--- src/rtl/buart_pkg.sv ---
// buart_pkg: shared state encodings and frame constants for the buffered UART
package buart_pkg;
    typedef enum logic [2:0] {RX_IDLE, RX_START, RX_DATA, RX_STOP, RX_WAITHI} rx_state_e;
    typedef enum logic [0:0] {TX_IDLE, TX_SEND} tx_state_e;
    localparam int FRAME_BITS = 10;
    localparam int GUARD_BITS = 15;
    localparam logic [3:0] FRAME_LAST = 4'(FRAME_BITS - 1);
    localparam logic [3:0] GUARD_LAST = 4'(GUARD_BITS - 1);
endpackage

--- src/rtl/buart_sync_fifo.sv ---
// buart_sync_fifo: byte FIFO with extra pointer bit for full/empty; push accepted when full if popping
module buart_sync_fifo #(
    parameter int AW = 3
) (
    input  logic       clk,
    input  logic       resetq,
    input  logic       push,
    input  logic [7:0] din,
    input  logic       pop,
    output logic [7:0] dout,
    output logic       empty,
    output logic       full
);
    logic [7:0]  mem [0:(1<<AW)-1];
    logic [AW:0] wptr_q, wptr_d, rptr_q, rptr_d;
    logic        do_push, do_pop;
    // status flags, accepted operations and next pointers
    always_comb begin
        empty   = wptr_q == rptr_q;
        full    = (wptr_q[AW] != rptr_q[AW]) && (wptr_q[AW-1:0] == rptr_q[AW-1:0]);
        do_pop  = pop && !empty;
        do_push = push && (!full || do_pop);
        wptr_d  = wptr_q + (AW+1)'(do_push);
        rptr_d  = rptr_q + (AW+1)'(do_pop);
        dout    = mem[rptr_q[AW-1:0]];
    end
    // storage is deliberately left unreset
    always_ff @(posedge clk) begin
        if (do_push) mem[wptr_q[AW-1:0]] <= din;
    end
    // pointer registers
    always_ff @(posedge clk or negedge resetq) begin
        if (!resetq) begin
            wptr_q <= '0;
            rptr_q <= '0;
        end else begin
            wptr_q <= wptr_d;
            rptr_q <= rptr_d;
        end
    end
endmodule

--- src/rtl/buart_fifo.sv ---
// buart_fifo: 8N1 UART with RX/TX FIFOs, sticky error flags and a post-reset TX guard
module buart_fifo
    import buart_pkg::*;
#(
    parameter int DIVIDER = 104,
    parameter int RX_AW   = 3,
    parameter int TX_AW   = 3
) (
    input  logic       clk,
    input  logic       resetq,
    input  logic       rx,
    output logic       tx,
    input  logic       wr,
    input  logic [7:0] tx_data,
    output logic       tx_full,
    output logic       tx_idle,
    input  logic       rd,
    output logic [7:0] rx_data,
    output logic       valid,
    output logic       overrun,
    output logic       frame_err,
    input  logic       clr_err
);
    localparam int CW = $clog2(DIVIDER);
    localparam logic [CW-1:0] HALF = CW'(DIVIDER / 2 - 1);
    localparam logic [CW-1:0] LAST = CW'(DIVIDER - 1);

    logic [1:0]    sync_q, sync_d;
    logic          rxs;
    rx_state_e     rx_state_q, rx_state_d;
    logic [CW-1:0] rx_cnt_q, rx_cnt_d;
    logic [2:0]    rx_bit_q, rx_bit_d;
    logic [7:0]    rx_sh_q, rx_sh_d;
    logic          overrun_q, overrun_d, frame_err_q, frame_err_d;
    logic          rx_push, set_fe, rx_full, rx_empty;

    tx_state_e     tx_state_q, tx_state_d;
    logic [CW-1:0] tx_cnt_q, tx_cnt_d;
    logic [3:0]    tx_bit_q, tx_bit_d;
    logic [8:0]    tx_sh_q, tx_sh_d;
    logic          tx_q, tx_d, guard_q, guard_d;
    logic          load, tx_empty;
    logic [7:0]    tx_head;

    assign rxs       = sync_q[1];
    assign tx        = tx_q;
    assign valid     = !rx_empty;
    assign overrun   = overrun_q;
    assign frame_err = frame_err_q;

    buart_sync_fifo #(.AW(RX_AW)) u_rx_fifo (
        .clk(clk), .resetq(resetq), .push(rx_push), .din(rx_sh_q),
        .pop(rd), .dout(rx_data), .empty(rx_empty), .full(rx_full)
    );

    buart_sync_fifo #(.AW(TX_AW)) u_tx_fifo (
        .clk(clk), .resetq(resetq), .push(wr), .din(tx_data),
        .pop(load), .dout(tx_head), .empty(tx_empty), .full(tx_full)
    );

    // receiver: synchroniser, mid-bit sampling FSM and sticky error flags
    always_comb begin
        sync_d     = {sync_q[0], rx};
        rx_state_d = rx_state_q;
        rx_cnt_d   = rx_cnt_q + CW'(1);
        rx_bit_d   = rx_bit_q;
        rx_sh_d    = rx_sh_q;
        rx_push    = 1'b0;
        set_fe     = 1'b0;
        case (rx_state_q)
            RX_IDLE: begin
                rx_cnt_d = '0;
                if (!rxs) rx_state_d = RX_START;
            end
            RX_START: if (rx_cnt_q == HALF) begin
                rx_cnt_d   = '0;
                rx_bit_d   = '0;
                rx_state_d = rxs ? RX_IDLE : RX_DATA;
            end
            RX_DATA: if (rx_cnt_q == LAST) begin
                rx_cnt_d = '0;
                rx_sh_d  = {rxs, rx_sh_q[7:1]};
                rx_bit_d = rx_bit_q + 3'd1;
                if (rx_bit_q == 3'd7) rx_state_d = RX_STOP;
            end
            RX_STOP: if (rx_cnt_q == LAST) begin
                rx_cnt_d   = '0;
                rx_push    = rxs;
                set_fe     = !rxs;
                rx_state_d = rxs ? RX_IDLE : RX_WAITHI;
            end
            RX_WAITHI: begin
                rx_cnt_d = '0;
                if (rxs) rx_state_d = RX_IDLE;
            end
            default: rx_state_d = RX_IDLE;
        endcase
        overrun_d   = (rx_push && rx_full && !rd) ? 1'b1 : clr_err ? 1'b0 : overrun_q;
        frame_err_d = set_fe ? 1'b1 : clr_err ? 1'b0 : frame_err_q;
    end

    // transmitter: guard timing after reset, then back-to-back frames from the FIFO
    always_comb begin
        tx_state_d = tx_state_q;
        tx_cnt_d   = (tx_cnt_q == LAST) ? '0 : tx_cnt_q + CW'(1);
        tx_bit_d   = tx_bit_q;
        tx_sh_d    = tx_sh_q;
        tx_d       = tx_q;
        guard_d    = guard_q;
        load       = 1'b0;
        if (tx_state_q == TX_IDLE) begin
            guard_d = guard_q || (tx_cnt_q == LAST && tx_bit_q == GUARD_LAST);
            if (!guard_q && tx_cnt_q == LAST) tx_bit_d = tx_bit_q + 4'd1;
            if (guard_q) tx_cnt_d = '0;
            load = guard_d && !tx_empty;
        end else if (tx_cnt_q == LAST) begin
            if (tx_bit_q == FRAME_LAST) begin
                load       = !tx_empty;
                tx_state_d = TX_IDLE;
                tx_d       = 1'b1;
            end else begin
                tx_d     = tx_sh_q[0];
                tx_sh_d  = {1'b1, tx_sh_q[8:1]};
                tx_bit_d = tx_bit_q + 4'd1;
            end
        end
        if (load) begin
            tx_state_d = TX_SEND;
            tx_cnt_d   = '0;
            tx_bit_d   = '0;
            tx_sh_d    = {1'b1, tx_head};
            tx_d       = 1'b0;
        end
        tx_idle = tx_state_q == TX_IDLE && tx_empty && guard_q;
    end

    // state registers for both directions
    always_ff @(posedge clk or negedge resetq) begin
        if (!resetq) begin
            sync_q      <= 2'b11;
            rx_state_q  <= RX_IDLE;
            rx_cnt_q    <= '0;
            rx_bit_q    <= '0;
            rx_sh_q     <= '0;
            overrun_q   <= 1'b0;
            frame_err_q <= 1'b0;
            tx_state_q  <= TX_IDLE;
            tx_cnt_q    <= '0;
            tx_bit_q    <= '0;
            tx_sh_q     <= '1;
            tx_q        <= 1'b1;
            guard_q     <= 1'b0;
        end else begin
            sync_q      <= sync_d;
            rx_state_q  <= rx_state_d;
            rx_cnt_q    <= rx_cnt_d;
            rx_bit_q    <= rx_bit_d;
            rx_sh_q     <= rx_sh_d;
            overrun_q   <= overrun_d;
            frame_err_q <= frame_err_d;
            tx_state_q  <= tx_state_d;
            tx_cnt_q    <= tx_cnt_d;
            tx_bit_q    <= tx_bit_d;
            tx_sh_q     <= tx_sh_d;
            tx_q        <= tx_d;
            guard_q     <= guard_d;
        end
    end
endmodule

--- config.mk ---
export PLATFORM = sky130hd
export DESIGN_NAME = buart_fifo
export DESIGN_NICKNAME = d
export VERILOG_FILES = /design/src/rtl/buart_pkg.sv /design/src/rtl/buart_sync_fifo.sv /design/src/rtl/buart_fifo.sv
export SDC_FILE = /design/constraint.sdc
export NUM_CORES = 1
export LEC_CHECK = 0
export CORE_MARGIN = 1
export CORE_UTILIZATION = 54
export CTS_CLUSTER_DIAMETER = 120
export CTS_CLUSTER_SIZE = 24
export DETAILED_ROUTE_END_ITERATION = 10
export DONT_BUFFER_PORTS = 1
export HOLD_SLACK_MARGIN = 0.02
export PLACE_DENSITY_LB_ADDON = 0.12
export SYNTH_ARGS = -nofsm -noshare
export SYNTH_HDL_FRONTEND = slang
export SYNTH_SLANG_ARGS = --single-unit
--- constraint.sdc ---
create_clock -name clk -period 3.9 [get_ports clk]
set_input_delay 0.39 -clock clk [delete_from_list [all_inputs] [get_ports clk]]
set_output_delay 0.39 -clock clk [all_outputs]
set_load 0.03 [all_outputs]
After elaboration in Yosys (flattened, before gate mapping)
Memory sizes are Yosys's and may differ from the RTL's.
Index checks and enable logic that the tools add are counted.
{"block": "classes", "n_addsub": 8, "n_shift": 0, "n_bitwise": 1, "mux": 50, "n_reduce_logical": 38, "eq_ne": 25, "n_lt_le_gt_ge": 0, "div_mod_pow": 0, "multipliers": 0}
{"operator": "7-bit two-way mux", "count": 6}
{"operator": "9-bit two-way mux", "count": 4}
{"operator": "3-bit two-way mux", "count": 9}
{"operator": "1-bit two-way mux", "count": 22}
{"operator": "7-bit case mux with 3 select lines", "count": 1}
{"operator": "4-bit two-way mux", "count": 5}
{"operator": "4-bit by 1-bit adder with 4-bit output", "count": 4}
{"operator": "3-bit case mux with 5 select lines", "count": 1}
{"operator": "7-bit by 1-bit adder with 7-bit output (second input constant)", "count": 2}
{"operator": "7-bit == test (second input constant)", "count": 2}
{"operator": "1-bit logical AND", "count": 13}
{"operator": "2-bit inequality test (second input constant)", "count": 6}
{"operator": "2-bit nonzero test", "count": 5}
{"operator": "3-bit AND reduction", "count": 3}
{"operator": "4-bit == test", "count": 2}
{"operator": "4-bit == test (second input constant)", "count": 2}
{"operator": "7-bit by 6-bit == test with 1-bit output (second input constant)", "count": 1}
{"operator": "1-bit zero test", "count": 7}
{"operator": "3-bit by 2-bit == test with 1-bit output (second input constant)", "count": 2}
{"operator": "3-bit == test", "count": 2}
{"operator": "3-bit == test (second input constant)", "count": 2}
{"operator": "3-bit case mux with 2 select lines", "count": 1}
{"operator": "6-bit AND reduction", "count": 1}
{"operator": "4-bit by 1-bit adder with 4-bit output (second input constant)", "count": 1}
{"operator": "other kinds (13)", "count": 18}
{"block": "totals", "elab_cells": 141, "output_inout_bits": 14, "latch_bits": 0, "register_bits": 64, "n_memories": 2, "in_bits": 14, "mem_bits_ro": 0, "ram_bits": 128}
{"name": "u_rx_fifo.mem", "words": 8, "width": 8, "rd": 1, "rd_clocked_by_memory_dff": 0, "write_ports": 1, "line_no": "buart_sync_fifo.sv:14", "source": "logic [7:0] mem [0:(1<<AW)-1];"}
{"name": "u_tx_fifo.mem", "words": 8, "width": 8, "rd": 1, "rd_clocked_by_memory_dff": 0, "write_ports": 1, "line_no": "buart_sync_fifo.sv:14"}

Logic depth before layout (Yosys ltp)
{"block": "logic_depth", "ltp_word": 10, "ltp_mapped": 11, "mapped_depth_nobuf": 9}

Modules after synthesis
A second synthesis with hierarchy kept.
{"block": "unflattened", "hier_cells": 514, "hier_area_um2": 8371.8}
{"module": "buart_sync_fifo", "instances": 2, "area_each_um2": 2974.1, "cells_each": 143, "seq_area_each_um2": 2122.0}
{"module": "buart_fifo", "instances": 1, "area_each_um2": 2423.6, "cells_each": 228, "seq_area_each_um2": 1189.9}

Least setup slack after synthesis
No wires, ideal clock.
{"block": "synth_timing", "path_kind": "register to register", "startpoint": "register tx_cnt_q[3]", "endpoint": "memory u_tx_fifo.mem[4][0], enable pin", "path_slack_ns": 1.257, "required_ns": 3.517, "stages_incl_launch_ff": 8, "period_less_slack_ns": 2.643, "arrival_time_ns": 2.260, "setup_ns": 0.383, "n_path_buf": 2, "path_cell_list": "dfrtp_1 > or3b_1 > buf_6 > o31ai_2 > o311a_1 > buf_6 > o21bai_1 > nor3_1"}
{"block": "synth_via", "elab_chain_cells": 10, "elab_cells_between_ends": 11, "cone_classes": "1 x eq/ne; 4 x mux; 6 x reduce/logical"}
{"item": "start: declaration", "line_no": "buart_fifo.sv:38", "source": "logic [CW-1:0] tx_cnt_q, tx_cnt_d;"}
{"item": "start signal: assignment", "line_no": "buart_fifo.sv:162", "source": "tx_cnt_q <= tx_cnt_d;"}
{"item": "7-bit == test *", "line_no": "buart_fifo.sv:112, buart_fifo.sv:116"}
{"item": "1-bit logical AND", "line_no": "buart_fifo.sv:112", "source": "guard_d = guard_q || (tx_cnt_q == LAST && tx_bit_q == GUARD_LAST);"}
{"item": "1-bit logical OR", "line_no": "buart_fifo.sv:112"}
{"item": "1-bit logical AND", "line_no": "buart_fifo.sv:115", "source": "load = guard_d && !tx_empty;"}
{"item": "1-bit two-way mux *", "line_no": "buart_fifo.sv:111", "source": "if (tx_state_q == TX_IDLE) begin"}
{"item": "1-bit logical AND *", "line_no": "buart_sync_fifo.sv:21", "source": "do_pop = pop && !empty;"}
{"item": "1-bit logical OR *", "line_no": "buart_sync_fifo.sv:22", "source": "do_push = push && (!full || do_pop);"}
{"item": "1-bit logical AND *", "line_no": "buart_sync_fifo.sv:22"}
{"item": "1-bit two-way mux *", "line_no": "buart_sync_fifo.sv:29", "source": "if (do_push) mem[wptr_q[AW-1:0]] <= din;"}
{"item": "1-bit two-way mux (implied by the code) *", "line_no": "buart_sync_fifo.sv:29"}
{"item": "end: declaration", "line_no": "buart_sync_fifo.sv:14"}
Mark *: on every way between the ends. The rest lies on a longest branch, timed or not.

Worst setup path after layout
{"block": "layout_timing", "startpoint": "register tx_cnt_q[3]", "endpoint": "memory u_tx_fifo.mem[7][1], enable pin"}
The elaborated chain is that of the path after synthesis.

==> run metrics <==
outcome=complete, no violations; Synth Net Count=541; mux share of post-synthesis cell area=13.3%; post-synth top area share=47.5%; unrepaired setup endpoints after global routing=false; Final ANT Viol Nets=0; synthesis-stage register bit count=between 150 and 200; clk_lat worst skew=about 0.42 ns; Main synth FF type=edfxtp_1; Hold Crit Start=tx_data[5]; leak pwr=between 3 and 4 nW; Clock Sinks=about 190; Setup crit end kind=flop; fin cells=roughly 720; CTS tree=yes; top cell type by total area after synthesis=edfxtp_1; Horiz. Die Dim=124 µm; Post-Synth XOR/XNOR Area=roughly 2.6%; final hold viol count=0; crit start category=flop; Int Power=3.54 mW; CTS Buffer Depth=2; Avg Inst Size Synth=15.8 µm²; GRT Overall Usage=18.2%; post-route setup TNS=0 ns; gr ovfl total=0; # setup viols final=0; Switch Pwr=1.30 mW; largest family of logic cells by synthesized area=multiplexers; DIE HEIGHT=124 µm; post-CTS resize count=0; Remaining DRCs=0; initial antenna violation count=0; count of cell types in the netlist=59; Cell Area, Synth=0.00809 mm²; Reg2Reg Depth=5; IR Drop Worst-Case VDD=0.000334 V; post-layout util=61.0%; Worst Path Required=3.95 ns; post-synthesis adder-cell area fraction=2.32%; Vias=4,082; vias per inst=5.69; pin count of the biggest net entering global routing=64; Power Density=roughly 540 mW/mm²; DRT Pass-1 Iters=5; clock power share=34.9%; Area Overhead vs Synth=10.1%; worst-margin pin slew=1.17 ns; Post-synth EDFFs=128; Slew Limit Fails=0; start of the worst register-to-register path=tx_cnt_q[3]$_DFF_PN0_; core area=0.0146 mm²; most frequent cells in the layout=edfxtp_1, dfrtp_1, mux2i_1, nor2_1, mux4_2; vias in the first global route=4,331; crit path launch=tx_cnt_q[3]$_DFF_PN0_; Post-Synth Simple-Gate Area=under 10%; Ant. Diodes=0; die area=0.0155 mm²; synthesized instance count=512; Starting Density=55.4%; Slew headroom=22.0%; final wirelength=12,800 µm; DP Cell Count=between 600 and 700; worst hold path type=in -> reg; CP arrival=2.92 ns; Reg clk slew, reported paths=0.07 ns; critical path type=reg -> reg; FP Rows=44; post-DP HPWL=a little under 9000 µm; hold_ws=0.0572 ns; Yosys warning total=0; most common cell after layout, fill and taps aside=edfxtp_1; Num CTS Buffers=17; global-route wire length before repair=between 20,000 and 25,000 µm; Placement Cell Area=0.00827 mm²; Port Buffers=0; Hold Crit Depth=0; fin nets=between 500 and 600; finished layout cell area=a little under 0.009 mm²; GP Congestion=between 0.7 and 0.8; share of layout cells above drive strength 1=18.9%; wire length per cell=between 15 and 20 µm; Seq/Total Area, Yosys=67.2%; Max-Cap Viols=0; Compound-Gate Fraction of Synth Area=4.58%; async set-reset flop share out of synthesis=about a third; Reg power frac=49.6%; switching share of power=26.8%; Final Critical Period=~2.9 ns; Fmax=between 300 and 400 MHz; H-tree Lvls=4; Synth area leaders=edfxtp_1, dfrtp_1, mux2i_1, mux4_2, dfstp_2; clk root buf=clkbuf_16; Worst Skew=0.00661 ns; starting DRC count in detailed routing=203; Gate power share=15.5%; io pins=28; Final period util=73.5%; critical path peak fanout=9
## final timing paths
path | end | slack (ns)
max | u_tx_fifo.mem[7][1]$_DFFE_PP_ | 1.04
min | u_tx_fifo.mem[2][5]$_DFFE_PP_ | 0.06
max reg2reg | u_tx_fifo.mem[7][1]$_DFFE_PP_ | 1.04
min reg2reg | sync_q[1]$_DFF_PN1_ | 0.36
max in group asynchronous | sync_q[0]$_DFF_PN1_ | 3.08
min in group asynchronous | tx_state_q$_DFF_PN0_ | 0.49
## worst max-delay path, cell delays in order, from the launching register on
cell and delay [ns]:
dfrtp_1 0.43, or3b_1 0.54, o31ai_2 0.31, o311a_1 0.46
o21ai_1 0.19, nor2_1 0.57
## cell usage after synthesis, drive strengths merged, types with 6 or more instances
| cell type | number |
|---|---|
| buf | 13 |
| a22o | 8 |
| ha | 15 |
| o21ai | 7 |
| xor2 | 13 |
| xnor2 | 11 |
| mux2 | 21 |
| nor2b | 6 |
| inv | 14 |
| dfrtp | 52 |
| a21oi | 8 |
| nand2 | 17 |
| clkbuf | 11 |
| mux4 | 18 |
| edfxtp | 128 |
| nand3 | 11 |
| dfstp | 11 |
| nor3 | 7 |
| mux2i | 42 |
| a22oi | 8 |
| nor2 | 36 |
## per-layer routing
metal	routed length [µm]	part of all wire (%)	GRT usage, %
met1	6000	47	23.5
met5	0	0	0
met2	6360	50	29.9
met4	115	0.90	5.39
met3	354	2.8	5.41
## metrics by stage
stage,setup WS [ns],total power [mW]
CTS,0.981,4.90
detailed placement,0.985,3.18
floorplan,1.26,3.05
global placement,1.11,3.17
finish,1.04,4.84
global route,0.818,5.06
## kinds of logic (layout without fill, tap and decap cells)
| logic type | Yosys count | count (layout) |
|---|---|---|
| buffers and inverters | 38 | 60 |
| muxes | 81 | 81 |
| AOI/OAI and AO/OA | 51 | 51 |
| and+or+nand+nor | 112 | 112 |
| adders and majority gates | 15 | 15 |
| DFF | 191 | 191 |
| xor gates and xnor gates | 24 | 24 |
## power groups by stage
stage / Clock [mW] / Combinational [mW] / Sequential (mW)
after floorplan: 0 / 0.665 / 2.38
after global placement: 0 / 0.736 / 2.44
after detailed placement: 0 / 0.741 / 2.44
after CTS: 1.73 / 0.766 / 2.40
after global routing: 1.82 / 0.823 / 2.42
final: 1.69 / 0.752 / 2.40
## sequential cells by signal, summed over array words and instances, names as in the netlist
name,flops
u_tx_fifo.rptr_q,4
rx_sh_q,8
rx_state_q,3
guard_q,1
tx_state_q,1
u_tx_fifo.mem,64
rx_bit_q,3
overrun,1
u_rx_fifo.mem,64
tx_bit_q,4
u_rx_fifo.rptr_q,4
sync_q,2
tx,1
tx_cnt_q,7
u_tx_fifo.wptr_q,4
rx_cnt_q,7
u_rx_fifo.wptr_q,4
frame_err,1
tx_sh_q,8
## layout make-up
class,instances,area [µm²]
Tap cell,184,230
Timing Repair Buffer,14,130
Clock buffer,18,439
Sequential cell,191,5430
Multi-Input combinational cell,283,2470
Clock inverter,14,149
Fill cell,1073,5690
Inverter,14,52.6
## what timing repair did
action	4_1_cts	5_1_grt
setup buffers	0	0
hold buffers	3	0
hold endpoints to repair	64	0
(Power assumes the default switching activity.)
